===== config.mk =====
export PLATFORM = sky130hd
export DESIGN_NAME = ddr_frame_write_ctrl
export DESIGN_NICKNAME = d
export VERILOG_FILES = /design/src/rtl/ddr_frame_write_ctrl.sv
export SDC_FILE = /design/constraint.sdc
export NUM_CORES = 1
export LEC_CHECK = 0
export BUFFER_PORTS_ARGS = -buffer_cell sky130_fd_sc_hd__buf_2
export CAP_MARGIN = 20
export CORE_UTILIZATION = 40
export CTS_CLUSTER_DIAMETER = 50
export DETAILED_ROUTE_END_ITERATION = 10
export PLACE_DENSITY = 0.61
export SYNTH_ARGS = -nofsm -noshare
export SYNTH_HDL_FRONTEND = slang
export SYNTH_SLANG_ARGS = --single-unit

===== constraint.sdc =====
create_clock -name clk -period 4.2 [get_ports clk]
set_input_delay 0.84 -clock clk [delete_from_list [all_inputs] [get_ports clk]]
set_output_delay 0.84 -clock clk [all_outputs]
set_load 0.01 [all_outputs]

===== src/rtl/ddr_frame_write_ctrl.sv =====
// ddr_frame_write_ctrl: sequences fixed-length DDR write bursts through one frame of a selected bank
module ddr_frame_write_ctrl #(
   parameter int OFF_W     = 22,
   parameter int ADDR_W    = 24,
   parameter int BURST_LEN = 64,
   parameter int LEN_W     = 10,
   parameter int FRAME_LEN = 307200
) (
   input  logic              clk,
   input  logic              rst,
   input  logic              wr_load,
   input  logic [1:0]        wr_bank,
   input  logic [LEN_W-1:0]  fifo_usedw,
   input  logic              wr_burst_finish,
   output logic              wr_burst_req,
   output logic [LEN_W-1:0]  wr_burst_len,
   output logic [ADDR_W-1:0] wr_burst_addr,
   output logic              frame_write_done,
   output logic              write_active
);
   localparam logic [1:0] S_IDLE  = 2'd0;
   localparam logic [1:0] S_WAIT  = 2'd1;
   localparam logic [1:0] S_BURST = 2'd2;
   localparam logic [1:0] S_DONE  = 2'd3;
   logic [1:0]        state_q, state_d;
   logic [OFF_W-1:0]  offset_q, offset_d;
   logic [1:0]        bank_q, bank_d, pend_bank_q, pend_bank_d;
   logic              pend_q, pend_d, req_q, req_d, done_q, done_d, active_q, active_d;
   logic [LEN_W-1:0]  len_q, len_d;
   logic [ADDR_W-1:0] addr_q, addr_d;
   logic [OFF_W:0]    remain, next_off;
   logic [LEN_W-1:0]  need;
   assign remain   = (OFF_W+1)'(FRAME_LEN) - {1'b0, offset_q};
   assign need     = (remain < (OFF_W+1)'(BURST_LEN)) ? remain[LEN_W-1:0] : LEN_W'(BURST_LEN);
   assign next_off = {1'b0, offset_q} + (OFF_W+1)'(len_q);
   assign wr_burst_req     = req_q;
   assign wr_burst_len     = len_q;
   assign wr_burst_addr    = addr_q;
   assign frame_write_done = done_q;
   assign write_active     = active_q;
   // next-state: frame start/restart, burst issue on FIFO level, offset advance and pending restart
   always_comb begin
      state_d     = state_q;
      offset_d    = offset_q;
      bank_d      = bank_q;
      pend_d      = pend_q;
      pend_bank_d = pend_bank_q;
      req_d       = req_q;
      len_d       = len_q;
      addr_d      = addr_q;
      done_d      = done_q;
      active_d    = active_q;
      case (state_q)
         S_WAIT: begin
            if (wr_load) begin
               bank_d   = wr_bank;
               offset_d = '0;
            end else if (fifo_usedw >= need) begin
               state_d = S_BURST;
               req_d   = 1'b1;
               len_d   = need;
               addr_d  = {bank_q, offset_q};
            end
         end
         S_BURST: begin
            if (wr_burst_finish) begin
               req_d  = 1'b0;
               pend_d = 1'b0;
               if (pend_q || wr_load) begin
                  state_d  = S_WAIT;
                  bank_d   = wr_load ? wr_bank : pend_bank_q;
                  offset_d = '0;
               end else if (next_off == (OFF_W+1)'(FRAME_LEN)) begin
                  state_d  = S_DONE;
                  offset_d = next_off[OFF_W-1:0];
                  done_d   = 1'b1;
                  active_d = 1'b0;
               end else begin
                  state_d  = S_WAIT;
                  offset_d = next_off[OFF_W-1:0];
               end
            end else if (wr_load) begin
               pend_d      = 1'b1;
               pend_bank_d = wr_bank;
            end
         end
         default: begin
            if (wr_load) begin
               state_d  = S_WAIT;
               bank_d   = wr_bank;
               offset_d = '0;
               done_d   = 1'b0;
               active_d = 1'b1;
            end
         end
      endcase
   end
   // state registers, cleared asynchronously
   always_ff @(posedge clk or posedge rst) begin
      if (rst) begin
         state_q     <= S_IDLE;
         offset_q    <= '0;
         bank_q      <= '0;
         pend_q      <= 1'b0;
         pend_bank_q <= '0;
         req_q       <= 1'b0;
         len_q       <= '0;
         addr_q      <= '0;
         done_q      <= 1'b0;
         active_q    <= 1'b0;
      end else begin
         state_q     <= state_d;
         offset_q    <= offset_d;
         bank_q      <= bank_d;
         pend_q      <= pend_d;
         pend_bank_q <= pend_bank_d;
         req_q       <= req_d;
         len_q       <= len_d;
         addr_q      <= addr_d;
         done_q      <= done_d;
         active_q    <= active_d;
      end
   end
endmodule


; After elaboration in Yosys (flattened, before gate mapping)
; Index checks and enable logic that the tools add are counted.
[classes]
n_addsub = 2
order_cmp = 2
eq_ne = 9
muxes = 32
bitwise_logic = 3
n_reduce_logical = 13
[ops]
columns = op, count
row1 = 22-bit two-way mux, 4
row2 = 22-bit by 10-bit adder with 23-bit output, 1
row3 = 23-bit by 19-bit == test with 1-bit output (second input constant), 1
row4 = 23-bit by 7-bit < comparator with 1-bit output (second input constant), 1
row5 = 19-bit by 22-bit subtractor with 23-bit output (first input constant), 1
row6 = 2-bit two-way mux, 11
row7 = 1-bit two-way mux, 12
row8 = 2-bit inequality test (second input constant), 6
row9 = 10-bit greater-or-equal comparator, 1
row10 = 10-bit two-way mux, 1
row11 = 4-bit AND reduction, 2
row12 = 1-bit case mux with 2 select lines, 3
row13 = 2-bit AND reduction, 3
row14 = 3-bit AND reduction, 2
row15 = 2-bit nonzero test, 3
row16 = 5-bit AND reduction, 1
row17 = 2-bit case mux with 2 select lines, 1
row18 = 1-bit inverter, 3
row19 = 3-bit nonzero test, 1
row20 = 2-bit by 1-bit == test with 1-bit output (second input constant), 1
row21 = 2-bit == test (second input constant), 1
row22 = 1-bit logical OR, 1
[word_totals]
ff_bits = 66
in_bits = 16
output_inout_bits = 37
word_cells = 71

; Logic depth before layout (Yosys ltp)
[logic_depth]
ltp_word = 7
mapped_depth = 19
depth_no_buf = 17

; Worst setup path before layout
; Ideal clock, no wire load.
[synth_timing]
path_type = reg-to-reg
startpoint = register offset_q[3]
endpoint = register addr_q[12] (netlist: wr_burst_addr[12])
setup_ns = 0.125
arrival_time_ns = 4.347
required_ns = 4.075
setup_slack_ns = -0.271
path_stages_with_launch = 19
path_buffers = 2
period_less_slack_ns = 4.471
cell_sequence = dfrtp_1 > nor4_4 > and2_2 > buf_6 > nand3_1 > or4_1 > a211o_1 > a221oi_4 > and2_2 > ha_1 > nand2b_1 > a21o_1 > a21o_1 > a21oi_1 > o21ai_0 > a21boi_1 > nor2_1 > clkbuf_1 > mux2_2
[synth_between]
elab_chain_len = 5
[synth_lines]
columns = item, line_no
row1 = "start, declared", 26  ; logic [OFF_W-1:0] offset_q, offset_d;
row2 = "start signal, assigned", 113  ; offset_q <= offset_d;
row3 = 19-bit by 22-bit subtractor with 23-bit output, 33  ; assign remain = (OFF_W+1)'(FRAME_LEN) - {1'b0, offset_q};
row4 = 23-bit by 7-bit < comparator with 1-bit output, 34  ; assign need = (remain < (OFF_W+1)'(BURST_LEN)) ? remain[LEN_W-1:0] : LEN_W'(BURST_LEN);
row5 = 10-bit two-way mux, 34
row6 = named net need[0], 32  ; logic [LEN_W-1:0] need;
row7 = 10-bit greater-or-equal comparator, 58  ; end else if (fifo_usedw >= need) begin
row8 = 3-bit AND reduction (no source line), n/a
row9 = "end signal, assigned", 119  ; addr_q <= addr_d;
row10 = "end, declared", 30  ; logic [ADDR_W-1:0] addr_q, addr_d;
; The timed path passes the listed nets, and every way through them passes these cells.
; A chain may end at the register's enable or synchronous reset.

; Final worst setup path
[layout_timing]
startpoint = register offset_q[5]
endpoint = register addr_q[16] (netlist: wr_burst_addr[16])
; Same word-level chain as after synthesis.

==> impl_metrics.toml <==
[cts]
cts_tree = "built"
htreeDepth = 3
max-clock-path-buffers = 2
cts.sinks = 66
path_clk_slew_ns = 0.08
cts_made_buffers = 9
cts_root_buf = "clkbuf_8"
insertion_delay_ns = 0.35

[synthesis]
synth_cells = 443
synth-seq-area-share_pct = 39.0
syn-cell-area_um2 = 4230
synth-main-ff-cell = "dfrtp_1"
synth_edf_count = 0
ys_async_sr_fraction_pct = 100
synth_seq_cells = 66
avgSynthCellArea_um2 = 9.55
ys_types = 60
synth_warnings = 0

[cells_and_area]
fin_nets = 568
diodes = 0
drive_above_1_share_pct = 30.8
area_growth_pct = 26.3
fin_cells = 668
final_cell_mix = "64 x dfrtp_1, 52 x buf_2, 43 x o21ai_0"
layout_commonest_cell = "dfrtp_1"
final_core_util_pct = 52.0

[sta]
setup_viol = 0
slew_headroom_pct = 48.1
finalSetupTns_ns = 0
drv_slew = 0
fin_crit_ns = 4.18
skew_ns = 0.0124
rsz0062_at_grt = "yes"
final-hold-violation-count = 0
max_slew.worst_pin.slew_ns = 0.759
period_share_pct = 99.6
fmax_mhz = 239

[drt]
viasPerCell = 5.50
vias = 3676
drtIter0Drc = 191
drt_wl_total_um = 11100
ant_nets = 0
drc = 0
drtPass1Iterations = 4
wire_per_inst_um = 16.6

[worst_hold_path]
min_to = "bank_q[1]"
hold_depth = 2
hold_path.class = "reg -> reg"
hp-start = "bank_q[1]"

[setup_path]
end_kind = "flop"
slowest_stage = "or4_1"
r2r_cells = 18
critPathBufInv = 2
cp.arrival_ns = 4.41
slowest_delay_ns = 0.53
critical_path_class = "reg -> reg"
r2r-start = "offset_q[5]"
path_cells = "nor4_4 -> and2_4 -> nand3_2 -> or4_1 -> a211o_1 -> a221oi_4 -> and2_4 -> ha_4 -> nand2b_4 -> a21o_1 -> a21o_1 -> a21oi_2 -> o21ai_2 -> a21boi_2 -> buf_6 -> nor2_4 -> buf_12 -> mux2_4"
rrSetupSlack_ns = 0.02
path_delay_family = "simple AND/OR/NAND/NOR gates"
cp_max_fo = 7
required_ns = 4.43
rr_endpoint = "wr_burst_addr[16]"
critPathLaunchType = "flop"

[placed_design]
port-buffer-count = 52
dp_hpwl_um = 8010
gp_congestion = 0.841
dp.cells = 641

[floorplanning]
ios = 53
coreArea_um2 = 10300
die_x_um = 105
num_rows = 37
dieArea_um2 = 11000
die_y_um = 105
start_util_pct = 41.2

[power_and_ir_drop]
p_per_area_nw_per_um2 = 324
vdd_ir_drop_max_mv = 0.189
leakagePower_uw = 0.00260

[job]
cap_violations = 0

[grt]
grt_max_degree = 33
antenna_found_initial = 0
grt_usage_pct = 20.7
overflow = 0
grt_first_pass_wirelength_um = 17800
grt_pass1_vias = 3538

[outcome]
outcome = "finished clean"
## report_power, final
group          total (µW)  internal [µW]  leakage [µW]  switching, µW
clock network         662            412      0.000127            250
logic                 353            152       0.00158            201
registers             714            683      0.000893           30.4
## through the flow
| step | hold slack, ns | setup WS (ns) | total power (µW) | instance area (µm²) |
|---|---|---|---|---|
| 2_1_floorplan | 0.444 | 0.00538 | 942 | 4280 |
| 3_3_place_gp | 0.463 | -0.0619 | 1020 | 4820 |
| 3_5_place_dp | 0.481 | -0.173 | 1040 | 4840 |
| 4_1_cts | 0.499 | 0.00907 | 1710 | 5140 |
| 5_1_grt | 0.522 | -0.165 | 1810 | 5340 |
| 6_report | 0.488 | 0.0161 | 1730 | 5340 |
## cells in the mapped netlist, drive strengths merged, types with 4 or more instances
cell	count	area (µm²)
xor2	10	87.6
o31ai	13	103
nand4	4	25.0
a21o	8	60.1
o21a	4	30.0
nor3	7	40.0
o21ai	44	220
nor2b	5	31.3
nand2b	8	50.1
a31oi	9	56.3
inv	10	37.5
mux2	27	304
a21oi	19	95.1
nand3	10	50.1
nor2	27	101
and3	4	25.0
mux2i	8	80.1
and2	8	53.8
dfrtp	66	1650
a211o	4	36.3
clkbuf	21	78.8
xnor2	7	61.3
nor3b	4	30.0
a22o	8	70.1
a211oi	5	37.5
ha	24	300
nand2	37	139
## tightest hold or removal path: cells and delay by family (launching register included)
kind            cells  cell delay, ns
compound gates      1            0.06
flops               1            0.35
simple gates        1            0.04
## per-layer routing
layer	share of wire [%]	track usage, %	up-vias
li1	-	-	1811
met1	47	27.5	1759
met2	47	34.0	95
met3	4.3	3.99	11
met4	1.4	6.24	0
met5	0	0	-
## registers in the layout, indices dropped and copies added, names as in the netlist
register / count
wr_burst_len: 10
write_active: 1
wr_burst_addr: 24
bank_q: 2
offset_q: 22
state_q: 2
wr_burst_req: 1
pend_bank_q: 2
frame_write_done: 1
pend_q: 1
## logic make-up after synthesis
logic type / count (synthesis) / share of synthesized area [%]
compound gates: 135 / 21.3
xor+xnor: 17 / 3.52
fa+ha+maj: 25 / 7.57
buf+inv: 34 / 3.22
flops: 66 / 39.0
mux: 35 / 9.08
other cells: 1 / 0.0886
simple gates: 130 / 16.2
## how the worst max path moves through the flow
stage,cells past startpoint,slack [ns],from,endpoint
detailed placement,15,-0.17,offset_q[2],wr_burst_addr[16]
global route,18,-0.16,offset_q[5],wr_burst_addr[16]
CTS,16,0.009,offset_q[3],wr_burst_req
floorplan,18,0.005,offset_q[2],wr_burst_addr[12]
global placement,16,-0.06,offset_q[2],wr_burst_addr[10]
finish,18,0.02,offset_q[5],wr_burst_addr[16]
## cell type report
cell class / count / area, µm²
clock inverters: 6 / 113
well taps: 136 / 170
fillers: 985 / 4930
multi-input cells: 346 / 2570
clock buffers: 10 / 138
repair buffers: 94 / 662
flip-flops and latches: 66 / 1650
inverters: 10 / 37.5
## repair_timing
item                                    4_1_cts  5_1_grt
buffers inserted                              3        6
cloned                                        1        1
resized for setup                             4       18
pin swaps                                     5       16
hold buffers                                  0        0
endpoints found under the setup margin       25       32
Note: power is estimated with default switching activity, not from simulation.
